===== config.mk =====
export PLATFORM = sky130hd
export DESIGN_NAME = pipe_run_ctrl_flat
export DESIGN_NICKNAME = d
export VERILOG_FILES = /design/src/rtl/pipe_run_ctrl_if.sv /design/src/rtl/pipe_run_ctrl.sv /design/src/flat_wrapper.sv
export SDC_FILE = /design/constraint.sdc
export NUM_CORES = 1
export LEC_CHECK = 0
export BUFFER_PORTS_ARGS = -buffer_cell sky130_fd_sc_hd__buf_2
export CORE_MARGIN = 5
export CORE_UTILIZATION = 30
export DETAILED_ROUTE_END_ITERATION = 8
export PLACE_DENSITY_LB_ADDON = 0.15
export REMOVE_ABC_BUFFERS = 1
export SYNTH_ARGS = -nofsm -noshare
export SYNTH_HDL_FRONTEND = slang
export SYNTH_SLANG_ARGS = --single-unit

===== constraint.sdc =====
create_clock -name i_clk -period 2.4 [get_ports i_clk]
set_clock_uncertainty 0.15 [all_clocks]
set_input_delay 0.48 -clock i_clk [delete_from_list [all_inputs] [get_ports i_clk]]
set_output_delay 0.48 -clock i_clk [all_outputs]
set_load 0.02 [all_outputs]

===== src/rtl/pipe_run_ctrl_if.sv =====
// Control/status bundle between a run/halt sequencer and the board or bench driving it.
interface pipe_run_ctrl_if #(
    parameter int CNT_W = 32
);
    logic             i_cmd_run;
    logic             i_cmd_halt;
    logic             i_cmd_step;
    logic             i_cnt_clr;
    logic [31:0]      i_if_instr;
    logic             i_wb_insn_vld;
    logic             o_fetch_en;
    logic [2:0]       o_state;
    logic             o_halted;
    logic             o_done;
    logic [CNT_W-1:0] o_cycle_cnt;
    logic [CNT_W-1:0] o_retire_cnt;
    logic [CNT_W-1:0] o_bubble_cnt;

    modport master (
        output i_cmd_run, i_cmd_halt, i_cmd_step, i_cnt_clr, i_if_instr, i_wb_insn_vld,
        input  o_fetch_en, o_state, o_halted, o_done, o_cycle_cnt, o_retire_cnt, o_bubble_cnt
    );

    modport slave (
        input  i_cmd_run, i_cmd_halt, i_cmd_step, i_cnt_clr, i_if_instr, i_wb_insn_vld,
        output o_fetch_en, o_state, o_halted, o_done, o_cycle_cnt, o_retire_cnt, o_bubble_cnt
    );
endinterface


===== src/rtl/pipe_run_ctrl.sv =====
// Run/halt/step sequencer gating instruction fetch, with halt-instruction drain.
// Define PIPE_RUN_CTRL_PERF_CNT_EN to build the cycle/retire/bubble counters.
module pipe_run_ctrl #(
    parameter logic [31:0] HALT_INSN = 32'h0000006f,
    parameter int          DRAIN_CYC = 4,
    parameter int          CNT_W     = 32
) (
    input logic            i_clk,
    input logic            i_rstn,
    pipe_run_ctrl_if.slave bus
);
    typedef enum logic [2:0] {
        IDLE   = 3'd0,
        RUN    = 3'd1,
        STEP   = 3'd2,
        DRAIN  = 3'd3,
        HALTED = 3'd4
    } state_t;

    localparam logic [3:0] DRAIN_LOAD = 4'(DRAIN_CYC - 1);

    state_t     state_reg, state_next;
    logic [3:0] drain_reg, drain_next;
    logic       fetch_en_reg, halted_reg, done_reg;

    // bit 0 = halt, bit 1 = run, bit 2 = step
    logic [2:0] cmd, cmd_prev_reg, cmd_edge;
    logic       halt_edge, run_edge, step_edge;

    assign cmd       = {bus.i_cmd_step, bus.i_cmd_run, bus.i_cmd_halt};
    assign cmd_edge  = cmd & ~cmd_prev_reg;
    assign halt_edge = cmd_edge[0];
    assign run_edge  = cmd_edge[1];
    assign step_edge = cmd_edge[2];

    always_comb begin
        state_next = state_reg;
        drain_next = drain_reg;
        case (state_reg)
            IDLE: begin
                if (halt_edge)      state_next = HALTED;
                else if (run_edge)  state_next = RUN;
                else if (step_edge) state_next = STEP;
            end
            RUN: begin
                if (bus.i_if_instr == HALT_INSN || halt_edge) begin
                    state_next = DRAIN;
                    drain_next = DRAIN_LOAD;
                end
            end
            STEP: begin
                state_next = DRAIN;
                drain_next = DRAIN_LOAD;
            end
            DRAIN: begin
                if (drain_reg == 4'd0) state_next = HALTED;
                else                   drain_next = drain_reg - 4'd1;
            end
            HALTED: begin
                if (run_edge)       state_next = RUN;
                else if (step_edge) state_next = STEP;
            end
            default: begin
                state_next = IDLE;
                drain_next = 4'd0;
            end
        endcase
    end

    // Outputs are decoded from the next state so they change together with o_state.
    always_ff @(posedge i_clk or negedge i_rstn) begin
        if (!i_rstn) begin
            state_reg    <= IDLE;
            drain_reg    <= 4'd0;
            cmd_prev_reg <= 3'b000;
            fetch_en_reg <= 1'b0;
            halted_reg   <= 1'b0;
            done_reg     <= 1'b0;
        end else begin
            state_reg    <= state_next;
            drain_reg    <= drain_next;
            cmd_prev_reg <= cmd;
            fetch_en_reg <= (state_next == RUN) || (state_next == STEP);
            halted_reg   <= (state_next == HALTED);
            done_reg     <= (state_next == HALTED) && (state_reg != HALTED);
        end
    end

    assign bus.o_state    = state_reg;
    assign bus.o_fetch_en = fetch_en_reg;
    assign bus.o_halted   = halted_reg;
    assign bus.o_done     = done_reg;

`ifdef PIPE_RUN_CTRL_PERF_CNT_EN
    localparam logic [CNT_W-1:0] CNT_MAX = '1;

    logic             active;
    logic [CNT_W-1:0] cycle_cnt_reg, retire_cnt_reg, bubble_cnt_reg;

    assign active = (state_reg == RUN) || (state_reg == STEP) || (state_reg == DRAIN);

    // Counters stick at all-ones rather than wrapping.
    always_ff @(posedge i_clk or negedge i_rstn) begin
        if (!i_rstn) begin
            cycle_cnt_reg  <= '0;
            retire_cnt_reg <= '0;
            bubble_cnt_reg <= '0;
        end else if (bus.i_cnt_clr) begin
            cycle_cnt_reg  <= '0;
            retire_cnt_reg <= '0;
            bubble_cnt_reg <= '0;
        end else begin
            if (active && cycle_cnt_reg != CNT_MAX)
                cycle_cnt_reg <= cycle_cnt_reg + 1'b1;
            if (bus.i_wb_insn_vld && retire_cnt_reg != CNT_MAX)
                retire_cnt_reg <= retire_cnt_reg + 1'b1;
            if (active && !bus.i_wb_insn_vld && bubble_cnt_reg != CNT_MAX)
                bubble_cnt_reg <= bubble_cnt_reg + 1'b1;
        end
    end

    assign bus.o_cycle_cnt  = cycle_cnt_reg;
    assign bus.o_retire_cnt = retire_cnt_reg;
    assign bus.o_bubble_cnt = bubble_cnt_reg;
`else
    logic unused_cnt_inputs;
    assign unused_cnt_inputs = bus.i_cnt_clr ^ bus.i_wb_insn_vld;

    assign bus.o_cycle_cnt  = '0;
    assign bus.o_retire_cnt = '0;
    assign bus.o_bubble_cnt = '0;
`endif
endmodule


===== src/flat_wrapper.sv =====
// flat-port wrapper written by rule: the top's interface ports become plain ports
module pipe_run_ctrl_flat 
#(
    parameter logic [31:0] HALT_INSN = 32'h0000006f,
    parameter int          DRAIN_CYC = 4,
    parameter int          CNT_W     = 32
)
  (i_clk, i_rstn, bus_i_cmd_run, bus_i_cmd_halt, bus_i_cmd_step, bus_i_cnt_clr, bus_i_if_instr, bus_i_wb_insn_vld, bus_o_fetch_en, bus_o_state, bus_o_halted, bus_o_done, bus_o_cycle_cnt, bus_o_retire_cnt, bus_o_bubble_cnt);
  pipe_run_ctrl_if #(.CNT_W(CNT_W)) bus_i ();
  input logic i_clk;
  input logic i_rstn;
  input wire logic [$bits(bus_i.i_cmd_run)-1:0] bus_i_cmd_run;
  input wire logic [$bits(bus_i.i_cmd_halt)-1:0] bus_i_cmd_halt;
  input wire logic [$bits(bus_i.i_cmd_step)-1:0] bus_i_cmd_step;
  input wire logic [$bits(bus_i.i_cnt_clr)-1:0] bus_i_cnt_clr;
  input wire logic [$bits(bus_i.i_if_instr)-1:0] bus_i_if_instr;
  input wire logic [$bits(bus_i.i_wb_insn_vld)-1:0] bus_i_wb_insn_vld;
  output wire logic [$bits(bus_i.o_fetch_en)-1:0] bus_o_fetch_en;
  output wire logic [$bits(bus_i.o_state)-1:0] bus_o_state;
  output wire logic [$bits(bus_i.o_halted)-1:0] bus_o_halted;
  output wire logic [$bits(bus_i.o_done)-1:0] bus_o_done;
  output wire logic [$bits(bus_i.o_cycle_cnt)-1:0] bus_o_cycle_cnt;
  output wire logic [$bits(bus_i.o_retire_cnt)-1:0] bus_o_retire_cnt;
  output wire logic [$bits(bus_i.o_bubble_cnt)-1:0] bus_o_bubble_cnt;
  assign bus_i.i_cmd_run = bus_i_cmd_run;
  assign bus_i.i_cmd_halt = bus_i_cmd_halt;
  assign bus_i.i_cmd_step = bus_i_cmd_step;
  assign bus_i.i_cnt_clr = bus_i_cnt_clr;
  assign bus_i.i_if_instr = bus_i_if_instr;
  assign bus_i.i_wb_insn_vld = bus_i_wb_insn_vld;
  assign bus_o_fetch_en = bus_i.o_fetch_en;
  assign bus_o_state = bus_i.o_state;
  assign bus_o_halted = bus_i.o_halted;
  assign bus_o_done = bus_i.o_done;
  assign bus_o_cycle_cnt = bus_i.o_cycle_cnt;
  assign bus_o_retire_cnt = bus_i.o_retire_cnt;
  assign bus_o_bubble_cnt = bus_i.o_bubble_cnt;
  pipe_run_ctrl #(.HALT_INSN(HALT_INSN), .DRAIN_CYC(DRAIN_CYC), .CNT_W(CNT_W)) u_core (.i_clk(i_clk), .i_rstn(i_rstn), .bus(bus_i));
endmodule

==> qor.csv, run 1 <==
stage;metric;value;unit
final_layout;synthToLayoutAreaGrowth;-2.55;%
synth;synthFlopType;dfrtp_1;
cts;clk_latency;0.24;ns
detailed_routing;top_layer_used;met4;
detailed_routing;wl_met2;1410;um
sta;setup_ws;0.228;ns
synth;synth_async_sr_flop_share;1.00;
place;globalplace.congestion;0.720;
final_layout;drive_gt1_frac;0.226;
critical_path;cp-end-kind;flop;
die;die_w;80.1;um
sta;fin_hold_ws;0.205;ns
cts;clock_sinks;13;
final_layout;diodes;0;
worst_hold_path;hp-class;input port to flop;
final_layout;instances_no_fill;288;
sta;setup_tns;0;ns
grt;track_usage;0.0780;
critical_path;critical_path_required;2.38;ns
pwr;total_power;1.19;mW
detailed_routing;first_iter_violations;30;
place;dp.final_hpwl;2510;um
detailed_routing;drtPass1Iterations;4;
sta;min_period;2.17;ns
critical_path;r2r_slack;0.23;ns
synth;yosysWarningCount;0;
cts;cts_root_buffer;clkbuf_8;
synth;avgSynthCellArea;8.23;um^2
worst_hold_path;min_to;u_core.cmd_prev_reg[2];
detailed_routing;postRouteAntennaNets;0;
synth;synth_top_cells_by_area;buf_4, dfrtp_1, nor4_1;
critical_path;crit_type;flop to flop;
critical_path;ff2ff_path_depth;7;
synth;yosysSeqAreaShare;0.221;
sta;period_share;0.905;
worst_hold_path;min_from;bus_i_cmd_step;
detailed_routing;met1Wirelength;1070;um
place;placed_area;0.00138;mm^2
grt;grt_pass1_vias;968;
flow_run;max_cap_violations;0;
die;die_h;80.1;um
pwr;p_leak;0.804;nW
critical_path;startpoint_type;flop;
detailed_routing;drcViolationCount;0;
synth;syn_inst;179;
detailed_routing;route.met3.wl;374;um
sta;rsz0062_at_grt;no;
grt;grt_max_degree;14;
critical_path;worst_r2r_endpoint;u_core.drain_reg[1];
final_layout;mostFrequentLayoutCells;conb_1, buf_2, dfrtp_1, o21ai_0;
die;floorplan.initialDensity;0.310;
cts;postCtsSetupBuffers;0;
synth;synth-edff-count;0;
sta;fmax;460;MHz
die;fp.dieArea;0.00641;mm^2
final_layout;fillCellCount;530;
cts;path_clk_slew;0.06;ns
place;dp_slack;0.197;ns
critical_path;worstPathMaxFanout;7;
worst_hold_path;hold_depth;1;
detailed_routing;drt-vias-per-instance;3.56;
final_layout;post-route-util;0.302;
die;core;0.00475;mm^2
pwr;p_per_area;831;mW/mm^2
final_layout;layout_commonest_cell;conb_1;
detailed_routing;routedWlPerCell;10.0;um
cts;cts_buffers;3;
grt;overflow;0;
final_layout;largest_register_ffs;4;
synth;ys_seq_elements;13;
final_layout;final_nets;262;
detailed_routing;drt-total-wl;2880;um
final_layout;fin_area;0.00144;mm^2
outcome;outcome;complete, no violations;
critical_path;r2r_start;u_core.drain_reg[1];
die;fp-row-count;25;
synth;yosysUniqueCellTypes;35;
critical_path;arrival;2.15;ns
grt;antenna_found_initial;0;
synth;syn_area;0.00147;mm^2
place;portBuffers;42;
sta;slew_viol_final;0;
sta;timing_hold_violations_final;0;
detailed_routing;vias;1025;
grt;grt_pass1_wl;4020;um
cts;htree_levels;1;
cts;cts_tree;built;
synth;yosysTopAreaCell;buf_4;
die;ioPinCount;141;
pwr;vdd_drop_max;0.229;mV
sta;setup_violations;0;
place;place_inst;283;
synth;synth.top_cell.area_share;0.489;
cts;cts_buffer_depth;2;
-- routing by layer --
layer	global-route usage	vias to the layer above
met5	0	-
met4	0.0253	0
met3	0.0247	2
met2	0.130	83
met1	0.0948	452
li1	-	488
-- worst max-delay path: stages (launching register included) --
cell and delay (ns):
dfrtp_1 0.41, inv_1 0.09, ha_1 0.21, or3b_1 0.49, or2_4 0.31, a21oi_2 0.13, a21oi_1 0.05, a31o_1 0.23
-- synthesized netlist by cell type (2+ instances only) --
| cell type | n |
|---|---|
| a21oi_1 | 4 |
| a2bb2oi_1 | 2 |
| buf_4 | 96 |
| clkbuf_1 | 2 |
| dfrtp_1 | 13 |
| inv_1 | 5 |
| nand2_1 | 6 |
| nand2b_1 | 3 |
| nand3_1 | 4 |
| nand4_1 | 2 |
| nor2_1 | 4 |
| nor4_1 | 6 |
| nor4b_1 | 2 |
| o21ai_0 | 7 |
| o22ai_1 | 2 |
| or3_1 | 2 |
-- power breakdown --
part	switching [mW]	total, mW	internal [mW]
clock network	0.0823	0.197	0.115
registers	0.0919	0.380	0.288
logic	0.403	0.616	0.213
-- final cells by class --
cell class / count / area [um^2] / share of cell area
Sequential cell: 13 / 325 / 0.227
Multi-Input combinational cell: 156 / 741 / 0.516
Timing Repair Buffer: 43 / 220 / 0.153
Clock inverter: 1 / 5.00 / 0.00349
Tap cell: 67 / 83.8 / 0.0584
Clock buffer: 3 / 41.3 / 0.0288
Inverter: 5 / 18.8 / 0.0131
-- how the worst max path moves through the flow --
| stage | start | end | slack, ns | depth (start not counted) |
|---|---|---|---|---|
| after global routing | u_core.drain_reg[1] | u_core.drain_reg[1] | 0.14 | 7 |
| final | u_core.drain_reg[1] | u_core.drain_reg[1] | 0.23 | 7 |
| after global placement | bus_i_if_instr[13] | u_core.drain_reg[3] | 0.20 | 6 |
| after detailed placement | bus_i_if_instr[13] | u_core.drain_reg[3] | 0.20 | 6 |
| after floorplan | u_core.drain_reg[1] | u_core.drain_reg[1] | 0.39 | 7 |
| after CTS | u_core.drain_reg[1] | u_core.drain_reg[1] | 0.23 | 7 |
-- cell families (layout without fill, tap and decap cells) --
family | after synthesis | count (layout) | synth area share
other | 1 | 96 | 0.00255
adders and majority gates | 1 | 1 | 0.00849
and+or+nand+nor | 36 | 36 | 0.144
AOI/OAI and AO/OA | 23 | 23 | 0.105
DFF | 13 | 13 | 0.221
buffers and inverters | 105 | 52 | 0.518
-- what timing repair did --
item / CTS / global route
gates resized for setup: 0 / 0
hold buffers: 1 / 0
endpoints found under the hold margin: 13 / 0
No activity file was read; power rests on OpenSTA's default activity.
==> inputs of run 2 (changes only) <==
Settings changed: PLACE_DENSITY set to 0.68, PLACE_DENSITY_LB_ADDON 0.15 to unset.
==> run 2 against run 1 <==
Net effect: global-route usage grew 0.47 points; register-to-register slack gained 0.02 ns; clock power is essentially flat; sequential share of layout area is the same; count of clock-buffer cells in the layout is the same; die area is the same; sequential cell count is the same; combinational power grew 1%; hold slack lost 0.0033 ns; first-iteration DRC count grew 47%; largest cell class unchanged.
==> qor.csv, run 2 (synthesis results as in run 1) <==
stage;metric;value;unit
pwr;clockPowerShare;0.165;
pwr;p_comb_frac;0.518;
critical_path;cp-end-kind;flop;
grt;grt_max_degree;14;
detailed_routing;drtPass1Iterations;4;
worst_hold_path;hp-class;input port to flop;
pwr;p_sw;0.585;mW
cts;path_clk_slew;0.06;ns
grt;grt_pass1_wl;4130;um
die;ioPinCount;141;
grt;grt_pass1_vias;1010;
grt;antenna_found_initial;0;
sta;setup_tns;0;ns
die;fp.dieArea;0.00641;mm^2
pwr;p_leak;0.804;nW
sta;rsz0062_at_grt;no;
sta;setup_ws;0.244;ns
cts;postCtsSetupBuffers;0;
pwr;internal_power;0.616;mW
pwr;p_sw_frac;0.487;
flow_run;max_cap_violations;0;
pwr;vdd_drop_max;0.297;mV
final_layout;layout_commonest_cell;conb_1;
final_layout;synthToLayoutAreaGrowth;-2.55;%
cts;cts_hold_buf;1;
sta;min_period;2.16;ns
final_layout;drive_gt1_frac;0.226;
critical_path;startpoint_type;flop;
critical_path;arrival;2.15;ns
final_layout;largest_register_ffs;4;
place;globalplace.congestion;0.751;
grt;overflow;0;
final_layout;final_nets;262;
cts;cts_buffers;3;
grt;track_usage;0.0827;
final_layout;fin_area;0.00144;mm^2
detailed_routing;postRouteAntennaNets;0;
sta;period_share;0.898;
final_layout;fillCellCount;533;
critical_path;crit_type;flop to flop;
place;dp_slack;0.169;ns
detailed_routing;first_iter_violations;44;
die;floorplan.initialDensity;0.310;
detailed_routing;routedWlPerCell;10.4;um
outcome;outcome;complete, no violations;
die;core;0.00475;mm^2
sta;fin_hold_ws;0.202;ns
pwr;p_per_area;837;mW/mm^2
place;dp.final_hpwl;2610;um
critical_path;critical_path_required;2.39;ns
final_layout;diodes;0;
final_layout;mostFrequentLayoutCells;conb_1, buf_2, dfrtp_1, o21ai_0;
cts;cts_root_buffer;clkbuf_8;
cts;clk_latency;0.25;ns
sta;fmax;464;MHz
place;placed_area;0.00138;mm^2
die;die_w;80.1;um
place;portBuffers;42;
sta;slew_viol_final;0;
cts;cts_tree;built;
sta;setup_violations;0;
sta;timing_hold_violations_final;0;
detailed_routing;vias;1057;
detailed_routing;drt-total-wl;3000;um
detailed_routing;drcViolationCount;0;
cts;cts.repair.resized;0;
detailed_routing;drt-vias-per-instance;3.67;
cts;htree_levels;1;
die;die_h;80.1;um
pwr;seq_power_share;0.317;
die;fp-row-count;25;
cts;clock_sinks;13;
cts;cts_buffer_depth;2;
critical_path;worstPathMaxFanout;7;
[run 2: routing by layer]
metal	up-vias	wire length (um)	GRT usage
li1	491	-	-
met1	475	983	0.0873
met2	89	1570	0.146
met3	2	426	0.0303
met4	0	23	0.0372
met5	-	0	0
[run 2: layout make-up]
| cell class | instances | area [um^2] | share of cell area |
|---|---|---|---|
| clock buffer | 3 | 41.3 | 0.0288 |
| tap | 67 | 83.8 | 0.0584 |
| timing repair buffer | 43 | 220 | 0.153 |
| inverter | 5 | 18.8 | 0.0131 |
| sequential | 13 | 325 | 0.227 |
| clock inverter | 1 | 5.00 | 0.00349 |
| multi-input combinational | 156 | 741 | 0.516 |
[run 2: worst paths after layout]
| kind | end | startpoint | cells past startpoint | slack, ns |
|---|---|---|---|---|
| worst max-delay path | u_core.drain_reg[1] | u_core.drain_reg[1] | 7 | 0.24 |
| worst min-delay path | u_core.cmd_prev_reg[1] | bus_i_cmd_run | 1 | 0.20 |
| worst max register to register | u_core.drain_reg[1] | u_core.drain_reg[1] | 7 | 0.24 |
| worst min register to register | u_core.drain_reg[2] | u_core.drain_reg[2] | 2 | 0.42 |
| max in group asynchronous | u_core.bus.o_state[2] | i_rstn | 2 | 1.37 |
| min in group asynchronous | u_core.drain_reg[3] | i_rstn | 2 | 0.50 |
[run 2: per-stage QoR]
step | std cells | util | power (mW)
finish | 288 | 0.302 | 1.20
global route | 288 | 0.302 | 1.30
CTS | 288 | 0.302 | 1.21
detailed placement | 283 | 0.290 | 1.00
global placement | 283 | 0.290 | 0.981
floorplan | 174 | - | 0.842
[run 2: worst max-delay path, stage by stage, from the launching register on]
cell,delay (ns)
dfrtp_1,0.41
inv_1,0.09
ha_1,0.22
or3b_1,0.47
or2_4,0.30
a21oi_2,0.13
a21oi_1,0.05
a31o_1,0.23
[run 2: power groups by stage]
stage               Sequential, mW  Clock [mW]  Combinational (mW)
finish                       0.381       0.198               0.622
CTS                          0.381       0.204               0.620
floorplan                    0.412           0               0.430
detailed placement           0.385           0               0.617
global route                 0.398       0.214               0.686
global placement             0.380           0               0.601
==> inputs of run 3 (changes only) <==
==> constraint.sdc (replaced) <==
create_clock -name i_clk -period 2.4 [get_ports i_clk]
set_clock_uncertainty 0.15 [all_clocks]
set_input_delay 0.6 -clock i_clk [delete_from_list [all_inputs] [get_ports i_clk]]
set_output_delay 0.6 -clock i_clk [all_outputs]
set_load 0.02 [all_outputs]
==> run 3 against run 2 <==
Net effect: combinational power about the same; critical path type unchanged; clock power decreased by 2%; sequential share of layout area increased by 0.16 points.
==> qor.csv, run 3 (synthesis results as in run 1) <==
stage;metric;value;unit
final_layout;synthToLayoutAreaGrowth;-3.23;%
cts;cts_tree;built;
final_layout;post-route-util;0.300;
cts;clock_sinks;13;
cts;path_clk_slew;0.06;ns
detailed_routing;routedWlPerCell;10.3;um
detailed_routing;drt-total-wl;2960;um
cts;cts.repair.resized;0;
grt;grt_max_degree;14;
grt;grt_pass1_vias;1005;
pwr;p_per_area;839;mW/mm^2
cts;cts_buffer_depth;2;
detailed_routing;first_iter_violations;34;
pwr;vdd_drop_max;0.279;mV
final_layout;layout_commonest_cell;conb_1;
detailed_routing;postRouteAntennaNets;0;
die;fp.dieArea;0.00641;mm^2
final_layout;final_nets;261;
critical_path;ff2ff_path_depth;7;
critical_path;cp_cell_sequence;inv_1 > ha_1 > or3b_1 > or2_4 > a21oi_2 > a21oi_1 > a31o_1;
sta;rsz0062_at_grt;no;
die;die_h;80.1;um
grt;track_usage;0.0813;
sta;fmax;463;MHz
sta;fin_hold_ws;0.0774;ns
sta;setup_violations;0;
final_layout;fillCellCount;527;
cts;cts_root_buffer;clkbuf_8;
die;fp-row-count;25;
place;dp.final_hpwl;2610;um
critical_path;cp-end-kind;flop;
grt;grt_pass1_wl;4080;um
critical_path;worst_r2r_endpoint;u_core.drain_reg[1];
cts;cts_hold_buf;0;
critical_path;worstPathMaxFanout;7;
final_layout;diodes;0;
grt;overflow;0;
critical_path;crit_type;flop to flop;
pwr;p_leak;0.800;nW
grt;antenna_found_initial;0;
final_layout;largest_register_ffs;4;
place;portBuffers;42;
die;ioPinCount;141;
sta;min_period;2.16;ns
detailed_routing;drcViolationCount;0;
critical_path;slowest_stage;or3b_1;
cts;htree_levels;1;
die;core;0.00475;mm^2
final_layout;mostFrequentLayoutCells;conb_1, buf_2, dfrtp_1, o21ai_0;
flow_run;max_cap_violations;0;
detailed_routing;vias;1034;
detailed_routing;drt-vias-per-instance;3.60;
place;globalplace.congestion;0.750;
cts;clk_latency;0.25;ns
critical_path;crit_buf_inv;1;
sta;slew_viol_final;0;
cts;postCtsSetupBuffers;0;
critical_path;r2r_slack;0.24;ns
cts;cts_buffers;3;
sta;setup_tns;0;ns
critical_path;r2r_start;u_core.drain_reg[1];
outcome;outcome;complete, no violations;
critical_path;startpoint_type;flop;
sta;period_share;0.900;
sta;timing_hold_violations_final;0;
critical_path;arrival;2.15;ns
final_layout;drive_gt1_frac;0.227;
die;floorplan.initialDensity;0.310;
critical_path;worst_path_largest_cell_delay;0.47;ns
critical_path;critical_path_required;2.39;ns
worst_hold_path;hp-class;input port to asynchronous set/reset pin;
die;die_w;80.1;um
critical_path;path_delay_family;simple AND/OR/NAND/NOR gates;
detailed_routing;drtPass1Iterations;3;
[run 3: per-stage QoR]
| step | cells | cell area, um^2 | power [mW] | setup slack, ns |
|---|---|---|---|---|
| 5_1_grt | 287 | 1430 | 1.29 | 0.161 |
| 6_report | 287 | 1430 | 1.20 | 0.240 |
| 3_5_place_dp | 283 | 1380 | 1.00 | 0.0104 |
| 3_3_place_gp | 283 | 1380 | 0.981 | 0.0659 |
| 4_1_cts | 287 | 1430 | 1.20 | 0.253 |
| 2_1_floorplan | 174 | 1080 | 0.842 | 0.393 |
[run 3: worst max path at each step]
stage,depth (start not counted),endpoint,slack (ns),start
CTS,7,u_core.drain_reg[1],0.25,u_core.drain_reg[1]
detailed placement,6,u_core.drain_reg[3],0.01,bus_i_if_instr[9]
finish,7,u_core.drain_reg[1],0.24,u_core.drain_reg[1]
global route,7,u_core.drain_reg[1],0.16,u_core.drain_reg[1]
global placement,6,u_core.drain_reg[3],0.07,bus_i_if_instr[9]
floorplan,7,u_core.drain_reg[1],0.39,u_core.drain_reg[1]
[run 3: layer usage]
layer  global-route usage  vias up  share of wire
li1                     -      485              -
met1               0.0954      465           0.34
met2                0.139       82           0.52
met3               0.0224        2           0.12
met4               0.0321        0         0.0078
met5                    0        -              0
[run 3: cell type report]
| type | count | area (um^2) | share of cell area |
|---|---|---|---|
| Timing Repair Buffer | 42 | 210 | 0.147 |
| Sequential cell | 13 | 325 | 0.228 |
| Inverter | 5 | 18.8 | 0.0132 |
| Clock buffer | 3 | 41.3 | 0.0290 |
| Tap cell | 67 | 83.8 | 0.0588 |
| Clock inverter | 1 | 5.00 | 0.00351 |
| Multi-Input combinational cell | 156 | 741 | 0.520 |
[run 3: where the power goes]
| group | total [mW] | switching [mW] | internal, mW |
|---|---|---|---|
| clock | 0.194 | 0.0798 | 0.114 |
| sequential | 0.382 | 0.0939 | 0.288 |
| combinational | 0.620 | 0.408 | 0.212 |
